<file path="config.mk">
export PLATFORM = sky130hd
export DESIGN_NAME = pipelined_carry_adder
export DESIGN_NICKNAME = d
export VERILOG_FILES = /design/src/rtl/adder_pkg.sv /design/src/rtl/carry_chunk.sv /design/src/rtl/pipelined_carry_adder.sv
export SDC_FILE = /design/constraint.sdc
export NUM_CORES = 1
export LEC_CHECK = 0
export ABC_AREA = 1
export BUFFER_PORTS_ARGS = -buffer_cell sky130_fd_sc_hd__buf_4
export CORE_MARGIN = 1
export CORE_UTILIZATION = 50
export CTS_CLUSTER_DIAMETER = 40
export DETAILED_ROUTE_END_ITERATION = 7
export MAX_ROUTING_LAYER = met4
export PLACE_DENSITY = 0.72
export SYNTH_ARGS = -nofsm -noshare
export SYNTH_HDL_FRONTEND = slang
export SYNTH_HIERARCHICAL = 1
export SYNTH_SLANG_ARGS = --single-unit
</file>
<file path="constraint.sdc">
create_clock -name clk -period 3.15 [get_ports clk]
set_input_delay 0.1575 -clock clk [delete_from_list [all_inputs] [get_ports clk]]
set_output_delay 0.1575 -clock clk [all_outputs]
set_load 0.1 [all_outputs]
</file>
<file path="src/rtl/adder_pkg.sv">
// adder_pkg: mode encodings and parameter sanity check shared by the pipelined adder
package adder_pkg;
  localparam logic MODE_ADD = 1'b0;
  localparam logic MODE_SUB = 1'b1;
  function automatic bit width_ok(int width, int stages);
    return stages > 0 && width % stages == 0;
  endfunction
endpackage

</file>
<file path="src/rtl/carry_chunk.sv">
// carry_chunk: combinational ripple adder for one CW-bit chunk, exposing the carry into its top bit
module carry_chunk
  import adder_pkg::*;
#(
  parameter int CW = 8
) (
  input  logic [CW-1:0] a,
  input  logic [CW-1:0] b,
  input  logic          cin,
  output logic [CW-1:0] sum,
  output logic          cout,
  output logic          msb_cin
);
  logic [CW:0] c;
  assign c[0] = cin;
  for (genvar i = 0; i < CW; i++) begin : g_fa
    assign sum[i]   = a[i] ^ b[i] ^ c[i];
    assign c[i+1]   = (a[i] & b[i]) | (c[i] & (a[i] ^ b[i]));
  end
  assign cout    = c[CW];
  assign msb_cin = c[CW-1];
endmodule

</file>
<file path="src/rtl/pipelined_carry_adder.sv">
// pipelined_carry_adder: WIDTH-bit add/subtract split into STAGES registered carry chunks
// with a valid/ready stream; every stage shifts together whenever the output is free.
module pipelined_carry_adder
  import adder_pkg::*;
#(
  parameter int WIDTH  = 32,
  parameter int STAGES = 4
) (
  input  logic             clk,
  input  logic             rst_n,
  input  logic             in_valid,
  output logic             in_ready,
  input  logic [WIDTH-1:0] a,
  input  logic [WIDTH-1:0] b,
  input  logic             cin,
  input  logic             sub,
  output logic             out_valid,
  input  logic             out_ready,
  output logic [WIDTH-1:0] sum,
  output logic             cout,
  output logic             ovf
);
  localparam int CW = WIDTH / STAGES;
  logic advance;
  if (!width_ok(WIDTH, STAGES)) begin : g_bad
    $error("pipelined_carry_adder: WIDTH must be a multiple of STAGES");
  end
  assign advance  = !out_valid || out_ready;
  assign in_ready = advance;
  for (genvar k = 0; k < STAGES; k++) begin : g_st
    localparam int RW = WIDTH - k * CW;
    logic [RW-1:0]         a_in, b_in;
    logic                  c_in, v_in, co, mc, v_q, c_q;
    logic [CW-1:0]         s;
    logic [(k+1)*CW-1:0]   r_nx, r_q;
    if (k == 0) begin : g_head
      assign a_in = a;
      assign b_in = sub == MODE_ADD ? b : ~b;
      assign c_in = sub == MODE_SUB ? 1'b1 : cin;
      assign v_in = in_valid;
      assign r_nx = s;
    end else begin : g_body
      assign a_in = g_st[k-1].g_skew.a_q;
      assign b_in = g_st[k-1].g_skew.b_q;
      assign c_in = g_st[k-1].c_q;
      assign v_in = g_st[k-1].v_q;
      assign r_nx = {s, g_st[k-1].r_q};
    end
    carry_chunk #(.CW(CW)) u_chunk (
      .a       (a_in[CW-1:0]),
      .b       (b_in[CW-1:0]),
      .cin     (c_in),
      .sum     (s),
      .cout    (co),
      .msb_cin (mc)
    );
    always_ff @(posedge clk or negedge rst_n)
      if (!rst_n) begin
        v_q <= 1'b0;
        c_q <= 1'b0;
        r_q <= '0;
      end else if (advance) begin
        v_q <= v_in;
        c_q <= co;
        r_q <= r_nx;
      end
    if (k < STAGES - 1) begin : g_skew
      // operand bits still waiting for their chunk
      logic [RW-CW-1:0] a_q, b_q;
      always_ff @(posedge clk or negedge rst_n)
        if (!rst_n) begin
          a_q <= '0;
          b_q <= '0;
        end else if (advance) begin
          a_q <= a_in[RW-1:CW];
          b_q <= b_in[RW-1:CW];
        end
    end else begin : g_tail
      logic o_q;
      always_ff @(posedge clk or negedge rst_n)
        if (!rst_n) o_q <= 1'b0;
        else if (advance) o_q <= co ^ mc;
    end
  end
  assign out_valid = g_st[STAGES-1].v_q;
  assign sum       = g_st[STAGES-1].r_q;
  assign cout      = g_st[STAGES-1].c_q;
  assign ovf       = g_st[STAGES-1].g_tail.o_q;
endmodule

</file>
; Word level (Yosys, flattened, before mapping)
; Cells that the tools add are included.
[word_totals]
register_bits = 185
inputBits = 70
output_inout_bits = 36
[op_classes]
n_mux = 2
n_bitwise = 162
reduce_logical = 2
[op_table]
columns = op, n
row1 = 1-bit XOR, 65
row2 = 1-bit AND, 64
row3 = 32-bit 2-to-1 mux, 1
row4 = 32-bit inverter, 1
row5 = 1-bit OR, 32
row6 = 1-bit zero test, 1
row7 = 1-bit logical OR, 1
row8 = 1-bit 2-to-1 mux, 1

; Longest topological paths before layout
; Gate-level depths: netlist of run 1.
[depth]
depth_word = 19
ltp_mapped = 17

; Hierarchy
; Netlist of run 1, hierarchy kept.
[modules_own_cells]
columns = module, n_inst, cells_per_inst, area_each_um2, seq_area_each_um2
row1 = pipelined_carry_adder, 1, 864, 7378.3, 4629.4
row2 = carry_chunk, 4, 18, 197.7, 0.0

; Least setup slack after synthesis of run 1
; OpenSTA, ideal clock, no wires.
[synth_timing]
path_kind = input-to-reg
startpoint = in sub
endpoint = reg g_st[0].r_q[7]
setup_ns = 0.126
arrival_time_ns = 3.579
required_time_ns = 3.024
slack_ns = -0.555
stages = 17
path_cell_list = buf_2 buf_2 xor2_1 fa_1 inv_1 fa_1 inv_1 fa_1 fa_1 fa_1 fa_1 inv_1 fa_1 inv_1 fa_1 nand2_1 o21ai_0
[synth_between]
elab_chain_len = 17
elab_cells_between_ends = 32
cone_classes = 2 x mux / 30 x bitwise
[synth_lines]
columns = item, line_no
row1 = "start, declared", pipelined_carry_adder.sv:16  ; input logic sub,
row2 = 32-bit 2-to-1 mux (*), pipelined_carry_adder.sv:38  ; assign b_in = sub == MODE_ADD ? b : ~b;
row3 = via g_st[0].b_in[0], pipelined_carry_adder.sv:32  ; logic [RW-1:0] a_in, b_in;
row4 = 1-bit XOR, carry_chunk.sv:18  ; assign c[i+1] = (a[i] & b[i]) | (c[i] & (a[i] ^ b[i]));
row5 = 1-bit AND, carry_chunk.sv:18
row6 = 1-bit OR (*), carry_chunk.sv:18
row7 = 1-bit AND (*), carry_chunk.sv:18
row8 = 1-bit OR (*), carry_chunk.sv:18
row9 = 1-bit AND (*), carry_chunk.sv:18
row10 = [... 4 more ...], -
row11 = 1-bit OR (*), carry_chunk.sv:18
row12 = 1-bit AND (*), carry_chunk.sv:18
row13 = 1-bit OR (*), carry_chunk.sv:18
row14 = 1-bit AND (*), carry_chunk.sv:18
row15 = 1-bit OR (*), carry_chunk.sv:18
row16 = via g_st[0].mc, pipelined_carry_adder.sv:33  ; logic c_in, v_in, co, mc, v_q, c_q;
row17 = 1-bit XOR (*), carry_chunk.sv:17  ; assign sum[i] = a[i] ^ b[i] ^ c[i];
row18 = via g_st[0].r_nx[7], pipelined_carry_adder.sv:35  ; logic [(k+1)*CW-1:0] r_nx, r_q;
row19 = "end signal, assigned", pipelined_carry_adder.sv:65  ; r_q <= r_nx;
row20 = "end, declared", pipelined_carry_adder.sv:35
; Mark *: on every way through the listed nets, which the timed path passes. The rest lies on a longest branch.
; A chain may end at the register's enable or synchronous reset.

; Worst setup path after layout of run 1
[layout_timing]
startpoint = reg g_st[1].g_skew.a_q[0]
endpoint = reg g_st[2].r_q[23]
[layout_between]
elab_chain_len = 16
elab_cells_between_ends = 17
cone_classes = 17 x bitwise
[layout_lines]
columns = item, line_no
row1 = "start, declared", pipelined_carry_adder.sv:69  ; logic [RW-CW-1:0] a_q, b_q;
row2 = "start signal, assigned", pipelined_carry_adder.sv:75  ; a_q <= a_in[RW-1:CW];
row3 = 1-bit XOR, carry_chunk.sv:18
row4 = 1-bit AND, carry_chunk.sv:18
row5 = 1-bit OR (*), carry_chunk.sv:18
row6 = 1-bit AND (*), carry_chunk.sv:18
row7 = 1-bit OR (*), carry_chunk.sv:18
row8 = 1-bit AND (*), carry_chunk.sv:18
row9 = 1-bit OR (*), carry_chunk.sv:18
row10 = 1-bit AND (*), carry_chunk.sv:18
row11 = [... 2 more ...], -
row12 = 1-bit OR (*), carry_chunk.sv:18
row13 = 1-bit AND (*), carry_chunk.sv:18
row14 = 1-bit OR (*), carry_chunk.sv:18
row15 = 1-bit AND (*), carry_chunk.sv:18
row16 = 1-bit OR (*), carry_chunk.sv:18
row17 = via g_st[2].mc, pipelined_carry_adder.sv:33
row18 = 1-bit XOR (*), carry_chunk.sv:17
row19 = via g_st[2].s[7], pipelined_carry_adder.sv:34  ; logic [CW-1:0] s;
row20 = "end signal, assigned", pipelined_carry_adder.sv:65
row21 = "end, declared", pipelined_carry_adder.sv:35
; Marks and branches as above.

==> results by stage, run 1 <==
Final layout:
- The area growth from synthesis to layout is 24.6%.
- The non-filler instance count after layout is between 1000 and 1500.
- After the last flow step, the layout net total stands at 1165.
- 0 antenna diodes ended up in the layout.
- Cells with a size suffix above 1 make up approximately 18% of the layout.
- Fill cells in the final layout number 1379.

Route:
- Wires add up to ~16 mm.
- The remaining design rule violation count is 0.
- The average detailed-routed wire length per instance is 12.2 um.
- The remaining antenna violation count after routing is 0.
- The total via count after detailed routing is 5893.
- The number of detailed-route iterations in the first pass is 4.
- The first-iteration detailed-routing DRC count is 471.
- After detailed routing, the number of vias per cell comes to between 4 and 5.

Global route:
- The number of global-route vias before repair is 5618.
- The first-pass GRT wire length is 27.2 mm.
- In the global route stage, met3 resource usage came out at under 10%.
- The global-route usage over all layers is a little over a fifth.
- The most utilized layer in the global route result is met2.
- The largest net degree at the start of global routing is about 110.
- The number of antenna violations at the first check in global routing was 0.
- Global routing consumed, on the met1 layer, 30.7% of the routing resources.
- Global routing used a little under a third of the available met2 tracks.
- The overall overflow remaining after global route is 0.

Worst hold path:
- The worst hold path terminates at g_st[0].g_skew.b_q[19].
- The tightest min-delay check is of the in2reg type.
- The worst min-delay path startpoint is b[27].
- The depth of the worst hold-timing path is 4.

Timing:
- Setup repair after global routing could not meet its margin everywhere.
- The upper clock frequency limit is 291 MHz.
- The max-slew violation count is 0.
- The period utilization is 109%.
- For the pin with the worst max-slew slack, the measured transition is 0.816 ns.
- The slack of the critical path is -0.282 ns.
- On the final layout, the worst clock skew is 0.00730 ns.
- The final-report setup violation count is 8.
- The post-layout minimum cycle time is 3.43 ns.
- The worst-case headroom to the max-slew limit is 45.6%.
- The hold violation count in the final report was 0.

Clocking:
- The root buffer cell chosen for the clock tree is sky130_fd_sc_hd__clkbuf_16.
- No sink is reached through more buffers than the 2 on the longest clock path.
- The later pin in the worst-skew pair is clocked with a latency of 0.43 ns.
- The H-tree was split into 4 levels.
- The number of buffers inserted during clock tree synthesis is 17.
- The CTS clock-pin slew for the worst setup and hold paths is approximately 0.06 ns.
- TritonCTS built the clock tree.
- The clock sink count is between 150 and 200.

Power:
- Summed over all cells, the static leakage comes to 5.50 nW.
- For this design the ratio of total power to cell area is 1080 nW/um2.
- The peak ir drop on the vdd network is 0.662 mV.

Floorplanning:
- The I/O pin total is ~110.
- Measured along the x axis, the die boundary spans 130 um.
- The die span in y is between 100 and 150 um.
- The area of the placeable core is 15900 um2.
- Once the floorplan was initialized, standard cells occupied 51.2% of the core.
- The die footprint is 16900 um2.
- The number of core rows is 46.

Synthesis:
- The post-synthesis sequential element count is 185.
- The combinational family with the most area after synthesis is simple AND/OR/NAND/NOR gates.
- The xor/xnor share of the synthesized area is 0.858%.
- Synthesis instantiated 13 different standard cells from the library.
- The mean cell area of the mapped netlist is 8.73 um2.
- Multiplexer cells account for 0% of the synthesized area.
- The count of warnings emitted by yosys is 6.
- Of the total synthesized cell area, the portion taken by AND, OR, NAND and NOR gates is a little over a quarter.
- The number of nets in the synthesized netlist is 1038.
- Yosys attributes the largest share of cell area to sky130_fd_sc_hd__dfrtp_1 (57%), sky130_fd_sc_hd__nand2_1 (25%), sky130_fd_sc_hd__fa_1 (7.8%), sky130_fd_sc_hd__inv_1 (3.6%), sky130_fd_sc_hd__buf_4 (1.7%).
- The synthesized cell area is just over 8000 um2.
- Sequential cells were found to cover 56.7% of the synthesized design area.
- The synthesized design spends more area on one cell type than any other, namely sky130_fd_sc_hd__dfrtp_1.
- Summing the areas of all compound-gate instances in the mapped netlist gives 1.23% of the synthesized area.
- The fraction of the mapped netlist area in adder cells is just under 8%.
- The synthesized design devotes to its leading area cell type 56.7% of total area.
- Synthesis produced a netlist whose cell count is 936.

Run status:
- The run finished, with violations left.
- The checks that failed: negative setup slack.

Setup path:
- The slowest stage cell on the critical path is sky130_fd_sc_hd__fa_1.
- The most numerous cell on the critical path is sky130_fd_sc_hd__fa_2.
- Walking the worst path, the cells encountered are fa_2 > inv_2 > fa_1 > inv_1 > fa_2 > fa_2 > fa_2 > fa_2 > inv_2 > fa_1 > inv_1 > fa_1 > nand2_1 > o21ai_0.
- The worst flop-to-flop path startpoint is g_st[1].g_skew.a_q[0].
- The worst setup path is launched from a flip-flop.
- The highest net fanout along the worst path is 2.
- Tracing the worst setup path back leads to its startpoint at g_st[1].g_skew.a_q[0].
- The type of destination of the critical path is a flip-flop.
- For the worst setup path, the data arrival time is 3.74 ns.
- Measured in cells, the most critical reg-to-reg path has a length of 14.
- The worst register-to-register path has a setup slack of -0.28 ns.
- The critical path start-end classification is reg2reg.
- The required time at the worst-slack endpoint is 3.46 ns.
- In this run the critical register-to-register path is captured at g_st[2].r_q[23].
- The critical path's largest stage delay is 0.43 ns.

Flow run:
- The total of max-cap violations is 0.

Placed design:
- The detailed placer's ending HPWL is 10.0 mm.
- The congestion estimate from routability-driven global placement came to about 0.77.
- Including well taps, the total number of placed cells is 1219.
- The number of buffers added on ports is 105.
- The worst setup slack after placement is -0.424 ns.
==> flip-flops by register name (all words and copies together) (netlist names) <==
register         cells
cout                 1
g_st.c_q             3
g_st.g_skew.a_q     48
g_st.g_skew.b_q     48
g_st.r_q            48
g_st.v_q             3
out_valid            1
ovf                  1
sum                 32
==> routing by layer <==
layer / vias up / share of wire (%) / wire [um]
li1: 3016 / - / -
met1: 2751 / 50 / 7900
met2: 107 / 45 / 7110
met3: 19 / 3.4 / 543
met4: 0 / 1.4 / 223
met5: - / 0 / 0
==> kinds of logic after synthesis <==
group / after synthesis
flops: 185
fa+ha+maj: 32
compound gates: 20
simple gates: 566
buf+inv: 125
xor+xnor: 8
==> synth_stat cells <==
master / count
sky130_fd_sc_hd__xor2_1: 8
sky130_fd_sc_hd__buf_4: 18
sky130_fd_sc_hd__nor2_2: 1
sky130_fd_sc_hd__dfrtp_1: 185
sky130_fd_sc_hd__clkbuf_1: 2
sky130_fd_sc_hd__or2_2: 1
sky130_fd_sc_hd__nand3_1: 25
sky130_fd_sc_hd__o21ai_0: 20
sky130_fd_sc_hd__buf_1: 1
sky130_fd_sc_hd__inv_1: 79
sky130_fd_sc_hd__buf_2: 25
sky130_fd_sc_hd__fa_1: 32
sky130_fd_sc_hd__nand2_1: 539
==> how the worst max path moves through the flow <==
stage | end | slack [ns] | cells after the start
floorplan | g_st[0].r_q[7] | -0.32 | 17
global placement | g_st[0].r_q[7] | -0.38 | 16
detailed placement | g_st[0].r_q[7] | -0.42 | 16
CTS | g_st[2].r_q[23] | -0.28 | 14
global route | g_st[2].r_q[23] | -0.46 | 14
finish | g_st[2].r_q[23] | -0.28 | 14
==> power by group <==
part           switching [mW]  total, mW  leakage [nW]  internal, mW
Sequential              0.643       4.08          2.24          3.44
Combinational            3.38       4.82          2.98          1.44
Clock                   0.877       2.11         0.282          1.23
==> worst max-delay path, delay by kind of cell, from the launching register on <==
| family | cells | cell delay, ns |
|---|---|---|
| adder cells (fa/ha/maj) | 8 | 2.54 |
| AO/OA/AOI/OAI | 1 | 0.07 |
| flip-flops | 1 | 0.40 |
| buffers and inverters | 4 | 0.23 |
| AND/OR/NAND/NOR | 1 | 0.07 |
==> area by class of cell <==
type	instances	area, um2	share of cell area, %
Tap cell	216	270	2.65
Sequential cell	185	4630	45.5
Timing Repair Buffer	154	1330	13.1
Clock inverter	10	119	1.17
Clock buffer	22	474	4.66
Inverter	79	297	2.91
Multi-Input combinational cell	626	3060	30.1
==> metrics by stage <==
step	hold WS, ns	total power, mW	utilization (%)	setup TNS [ns]	area [um2]
after detailed placement	0.328	8.91	57.5	-2.42	9170
after floorplan	-0.138	7.73	-	-1.23	8260
after global placement	0.319	8.75	57.5	-1.91	9170
after CTS	0.000151	11.1	63.7	-1.54	10200
final	0.0126	11.0	63.9	-1.50	10200
after global routing	0.0285	11.9	63.9	-2.93	10200
==> cells in the final DEF, fill, tap and decap left out, types with 2 or more instances in the layout <==
| master | n |
|---|---|
| sky130_fd_sc_hd__clkbuf_16 | 17 |
| sky130_fd_sc_hd__nand3_1 | 25 |
| sky130_fd_sc_hd__o21ai_1 | 4 |
| sky130_fd_sc_hd__dlygate4sd3_1 | 39 |
| sky130_fd_sc_hd__fa_2 | 27 |
| sky130_fd_sc_hd__inv_1 | 66 |
| sky130_fd_sc_hd__clkinv_2 | 2 |
| sky130_fd_sc_hd__clkinvlp_4 | 3 |
| sky130_fd_sc_hd__clkinv_4 | 3 |
| sky130_fd_sc_hd__fa_1 | 5 |
| sky130_fd_sc_hd__o21ai_0 | 16 |
| sky130_fd_sc_hd__buf_4 | 108 |
| sky130_fd_sc_hd__xor2_1 | 7 |
| sky130_fd_sc_hd__dfrtp_1 | 185 |
| sky130_fd_sc_hd__inv_2 | 13 |
| sky130_fd_sc_hd__clkbuf_1 | 2 |
| sky130_fd_sc_hd__buf_12 | 5 |
| sky130_fd_sc_hd__clkbuf_8 | 4 |
| sky130_fd_sc_hd__nand2_1 | 538 |
| sky130_fd_sc_hd__bufinv_16 | 2 |
==> timing repair <==
item,CTS,global route
pin swaps,7,1
hold endpoints to repair,141,0
setup buffers,0,2
endpoints found under the setup margin,9,11
hold buffers,39,0
gates resized for setup,5,4
(Power assumes the default switching activity.)
==> run 2, diff against run 1 <==
- ABC_AREA: 1 -> unset
==> run 2 against run 1 <==
  * The run still ends with negative setup slack left
  * Clock power fell by 2%
  * Register-to-register slack got worse by 0.16 ns
  * Clock skew rose by 0.0020 ns
  * Largest power group unchanged
  * First-iteration DRC count down 51%
  * Highest routed layer unchanged
==> results by stage, run 2 <==
Run status:
- The run finished, with violations left.
- The checks that failed: negative setup slack.

Route:
- For this run, design rule violations remaining after detail routing come to 0.
- The routed layout has ~4100 vias.
- The average detailed-routed wire length per instance is roughly 16 um.
- The first-iteration detailed-routing DRC count is 231.
- Wires add up to 14.3 mm.
- In this run the remaining antenna-violating nets after routing total 0.
- Before antenna repair, the detailed router went through 4 iterations.
- The detail-routed via count per cell is approximately 4.7.

Clocking:
- CTS placed an instance of sky130_fd_sc_hd__clkbuf_16 at the clock tree root.
- The CTS clock-pin slew for the worst setup and hold paths is roughly 0.06 ns.
- The clock sink count is 185.
- At the later pin of the worst-skew pair, clock insertion delay measures ~0.42 ns.
- The buffer levels on the longest clock path is 2.
- The clock tree from TritonCTS is done.
- The depth of the CTS H-tree is 4.
- The number of buffers inserted during clock tree synthesis is 17.

Setup path:
- The largest individual stage delay along the critical path comes from the cell sky130_fd_sc_hd__dfrtp_1.
- On the worst path, the slowest cell contributes a delay of about 0.41 ns.
- By instance count, the cell type seen most on the critical path is sky130_fd_sc_hd__fa_2.
- Data on the critical path is required at its endpoint by 3.45 ns.
- The sum of buffers and inverters on the critical path is 4.
- Data on the critical path arrives at its endpoint at between 3 and 4 ns.
- STA classifies the critical path endpoint as a flip-flop.
- Walking the worst path, the cells encountered are fa_2 > inv_2 > fa_1 > inv_1 > fa_2 > fa_2 > fa_2 > fa_2 > inv_2 > fa_2 > inv_2 > fa_2 > xor2_1 > mux2_2.
- The startpoint kind of the worst setup timing path is a flip-flop.
- The critical path in this run is classified as reg2reg.
- In this run the worst path has a maximum fanout of 2.
- The category of cells accounting for the largest share of critical-path delay is adder cells.

Timing:
- The worst hold margin is 0.134 ns.
- The slack of the critical path is -0.444 ns.
- The period utilization is 114%.
- The hold violation count in the final report is 0.
- Setup repair after global routing could not meet its margin everywhere.
- The final-report setup violation count is 8.
- The worst path in the final design needs a cycle of ~3.6 ns, including I/O delays and setup.
- Across the routed clock network, the largest skew measured is 0.00931 ns.
- The max-slew violation count came to 0.
- Adding up every negative setup slack in the final design gives -2.61 ns.
- The upper clock frequency limit is between 200 and 300 MHz.
- The pin slew with the least headroom to its limit is 0.877 ns.
- The worst-case headroom to the max-slew limit is 41.5%.

Final layout:
- The final antenna diode count is 0.
- The non-filler instance count after layout is around 870.
- From synthesis to final layout, the design area changed by 22.4%.
- The layout filler cell count is around 1200.
- Measured on the finished design, the core utilization comes to 62.9%.
- For this run, the post-layout net count is around 740.
- Leaving out fill and tap cells, the most frequent cells in the layout are sky130_fd_sc_hd__dfrtp_1 (185), sky130_fd_sc_hd__mux2_4 (143), sky130_fd_sc_hd__buf_4 (116), sky130_fd_sc_hd__mux2_2 (41), sky130_fd_sc_hd__xor2_1 (33).
- The library cell used most frequently in the layout, excluding fill and tap cells, is sky130_fd_sc_hd__dfrtp_1.
- The post-route netlist has 57.6% of its cells at a drive strength greater than 1.
- The largest registers in the layout are g_st.g_skew.a_q: 48 flops, g_st.g_skew.b_q: 48 flops, g_st.r_q: 48 flops.
- Once layout is done, the placed cells without fillers occupy 10500 um2.

Synthesis:
- The cell area that synthesis handed to floorplanning was 8550 um2.
- The synthesized design contains 185 register bits.
- After synthesis, the largest area contributor takes up 54.1% of total cell area.
- The most instantiated flip-flop cell in the synthesis netlist is sky130_fd_sc_hd__dfrtp_1.
- After synthesis, the most frequently instantiated cells are sky130_fd_sc_hd__dfrtp_1 (185), sky130_fd_sc_hd__mux2_4 (138), sky130_fd_sc_hd__mux2_2 (46).
- By area the synthesized netlist is led by sky130_fd_sc_hd__dfrtp_1 (54%), sky130_fd_sc_hd__mux2_4 (24%), sky130_fd_sc_hd__fa_1 (7.5%), sky130_fd_sc_hd__mux2_2 (6.1%), sky130_fd_sc_hd__xor2_1 (3.4%).
- The sequential fraction of the synthesis area is 54.1%.
- A synthesized cell averages 17.0 um2.
- In this run, synthesis inferred 0 flip-flops with an integrated enable.
- The number of standard cells after synthesis is roughly 500.
- The biggest area contributor in the post-synthesis netlist is sky130_fd_sc_hd__dfrtp_1.
- In the synthesized netlist the async set-or-reset flop fraction comes to 100%.
- The Yosys step of the flow raised 6 warnings.
- The synthesized netlist net count is slightly above 600.
- The synthesized netlist contains 10 unique library cells.
- The most repeated cell in the gate-level netlist after synthesis is sky130_fd_sc_hd__dfrtp_1.

Floorplanning:
- The die is 133 um wide.
- The starting utilization of the core area is between 50 and 60%.
- The die is 133 um tall.
- The number of core rows is 47.
- The die covers 17600 um2.
- The I/O pin total is 106.
- The area of the placeable core is 16600 um2.

Global route:
- The global-route usage over all layers is 18.6%.
- The first-pass GRT wire length is 24.5 mm.
- The largest net degree at the start of global routing is 107.
- The number of antenna violations at the first check in global routing is 0.
- The number of global-route vias before repair is 4752.
- The overall overflow remaining after global route is 0.

Placed design:
- Detailed placement ended at an HPWL of 9.22 mm.
- OpenSTA, run right after detailed placement, puts the worst setup slack at -0.464 ns.
- The area after detailed placement is 9610 um2.
- At the end of routability-driven placement, the weighted congestion stood at a little over 0.7.
- Counting tap cells, the placed design contains a total of between 800 and 900 instances.
- In this run the tool buffered the top-level ports with around 110 buffer cells.

Power:
- Of the total power, combinational logic draws between 40 and 50%.
- The static leakage is 5.10 nW.
- The clock network accounts for ~17% of the total power.
- The proportion of power drawn by flip-flops and latches is between 30% and 40%.
- For this design the ratio of total power to cell area is approximately 1200 nW/um2.
- The switching part of the total power is 38.7%.
- The total power of the final layout is 12.1 mW.
- The net switching component of the power is 4.69 mW.
- IR analysis of the VDD net gives a maximum drop of 0.754 mV.
- Internal power comes to 7.42 mW.

Flow run:
- The total of max-cap violations is 0.

Worst hold path:
- The path class of the lowest-slack min-delay path is in2reg.
run 2: changes by cell type in the layout (fill, tap and decap cells not counted), moves of 2 or more:
cell	previous run	this run
sky130_fd_sc_hd__inv_1	66	27
sky130_fd_sc_hd__buf_4	108	116
sky130_fd_sc_hd__mux2_2	0	41
sky130_fd_sc_hd__nand2_1	538	0
sky130_fd_sc_hd__nand3_1	25	0
sky130_fd_sc_hd__o21ai_1	4	0
sky130_fd_sc_hd__mux2_4	0	143
sky130_fd_sc_hd__dlygate4sd3_1	39	26
sky130_fd_sc_hd__clkbuf_8	4	2
sky130_fd_sc_hd__xor2_1	7	33
sky130_fd_sc_hd__buf_12	5	3
sky130_fd_sc_hd__o21ai_0	16	0
run 2: worst paths after layout:
path	from	to	slack [ns]	cells after the start
worst max register to register	g_st[2].c_q	ovf	-0.44	14
worst min register to register	g_st[2].v_q	out_valid	0.47	1
worst min-delay path	b[9]	g_st[0].g_skew.b_q[1]	0.13	3
min in group asynchronous	rst_n	g_st[0].g_skew.a_q[17]	0.40	2
worst max-delay path	g_st[2].c_q	ovf	-0.44	14
max in group asynchronous	rst_n	g_st[2].r_q[12]	1.86	3
run 2: metal layers:
layer  wire [um]  GRT usage, %
met1        6620          24.6
met3         427          4.18
met2        7040          28.3
met4         188          6.39
met5           0             -
run 2: cell type report:
| class | instances | area (um2) | area share, % |
|---|---|---|---|
| flip-flops and latches | 185 | 4630 | 44.2 |
| inverters | 40 | 150 | 1.43 |
| clock inverters | 11 | 124 | 1.18 |
| multi-input cells | 252 | 3640 | 34.8 |
| repair buffers | 146 | 1200 | 11.5 |
| clock buffers | 19 | 443 | 4.23 |
| well taps | 220 | 275 | 2.63 |
run 2: tightest hold or removal path, cell delays in order:
cell and delay, ns:
sky130_fd_sc_hd__buf_4 0.08, sky130_fd_sc_hd__xor2_1 0.13, sky130_fd_sc_hd__mux2_4 0.15
run 2: cell families (layout without fill, tap and decap cells):
logic type / Yosys count / in the layout / share of synthesized area [%]
and+or+nand+nor: 3 / 3 / 0.220
buffers and inverters: 65 / 216 / 4.46
xor gates and xnor gates: 33 / 33 / 3.38
adders and majority gates: 32 / 32 / 7.49
muxes: 184 / 184 / 30.3
DFF: 185 / 185 / 54.1
run 2: power by group through the flow:
stage / Sequential [mW] / Clock (mW) / Combinational, mW
CTS: 4.17 / 2.14 / 5.89
finish: 4.16 / 2.07 / 5.88
floorplan: 5.68 / 0 / 3.11
global placement: 4.15 / 0 / 5.65
global route: 4.31 / 2.24 / 6.30
detailed placement: 4.20 / 0 / 5.83
run 2: timing repair:
| item | CTS | global route |
|---|---|---|
| hold buffers | 26 | 0 |
| endpoints found under the hold margin | 129 | 0 |
| setup endpoints to repair | 11 | 12 |
| buffers inserted | 0 | 0 |
| gates resized for setup | 6 | 10 |
| pin swaps | 5 | 0 |
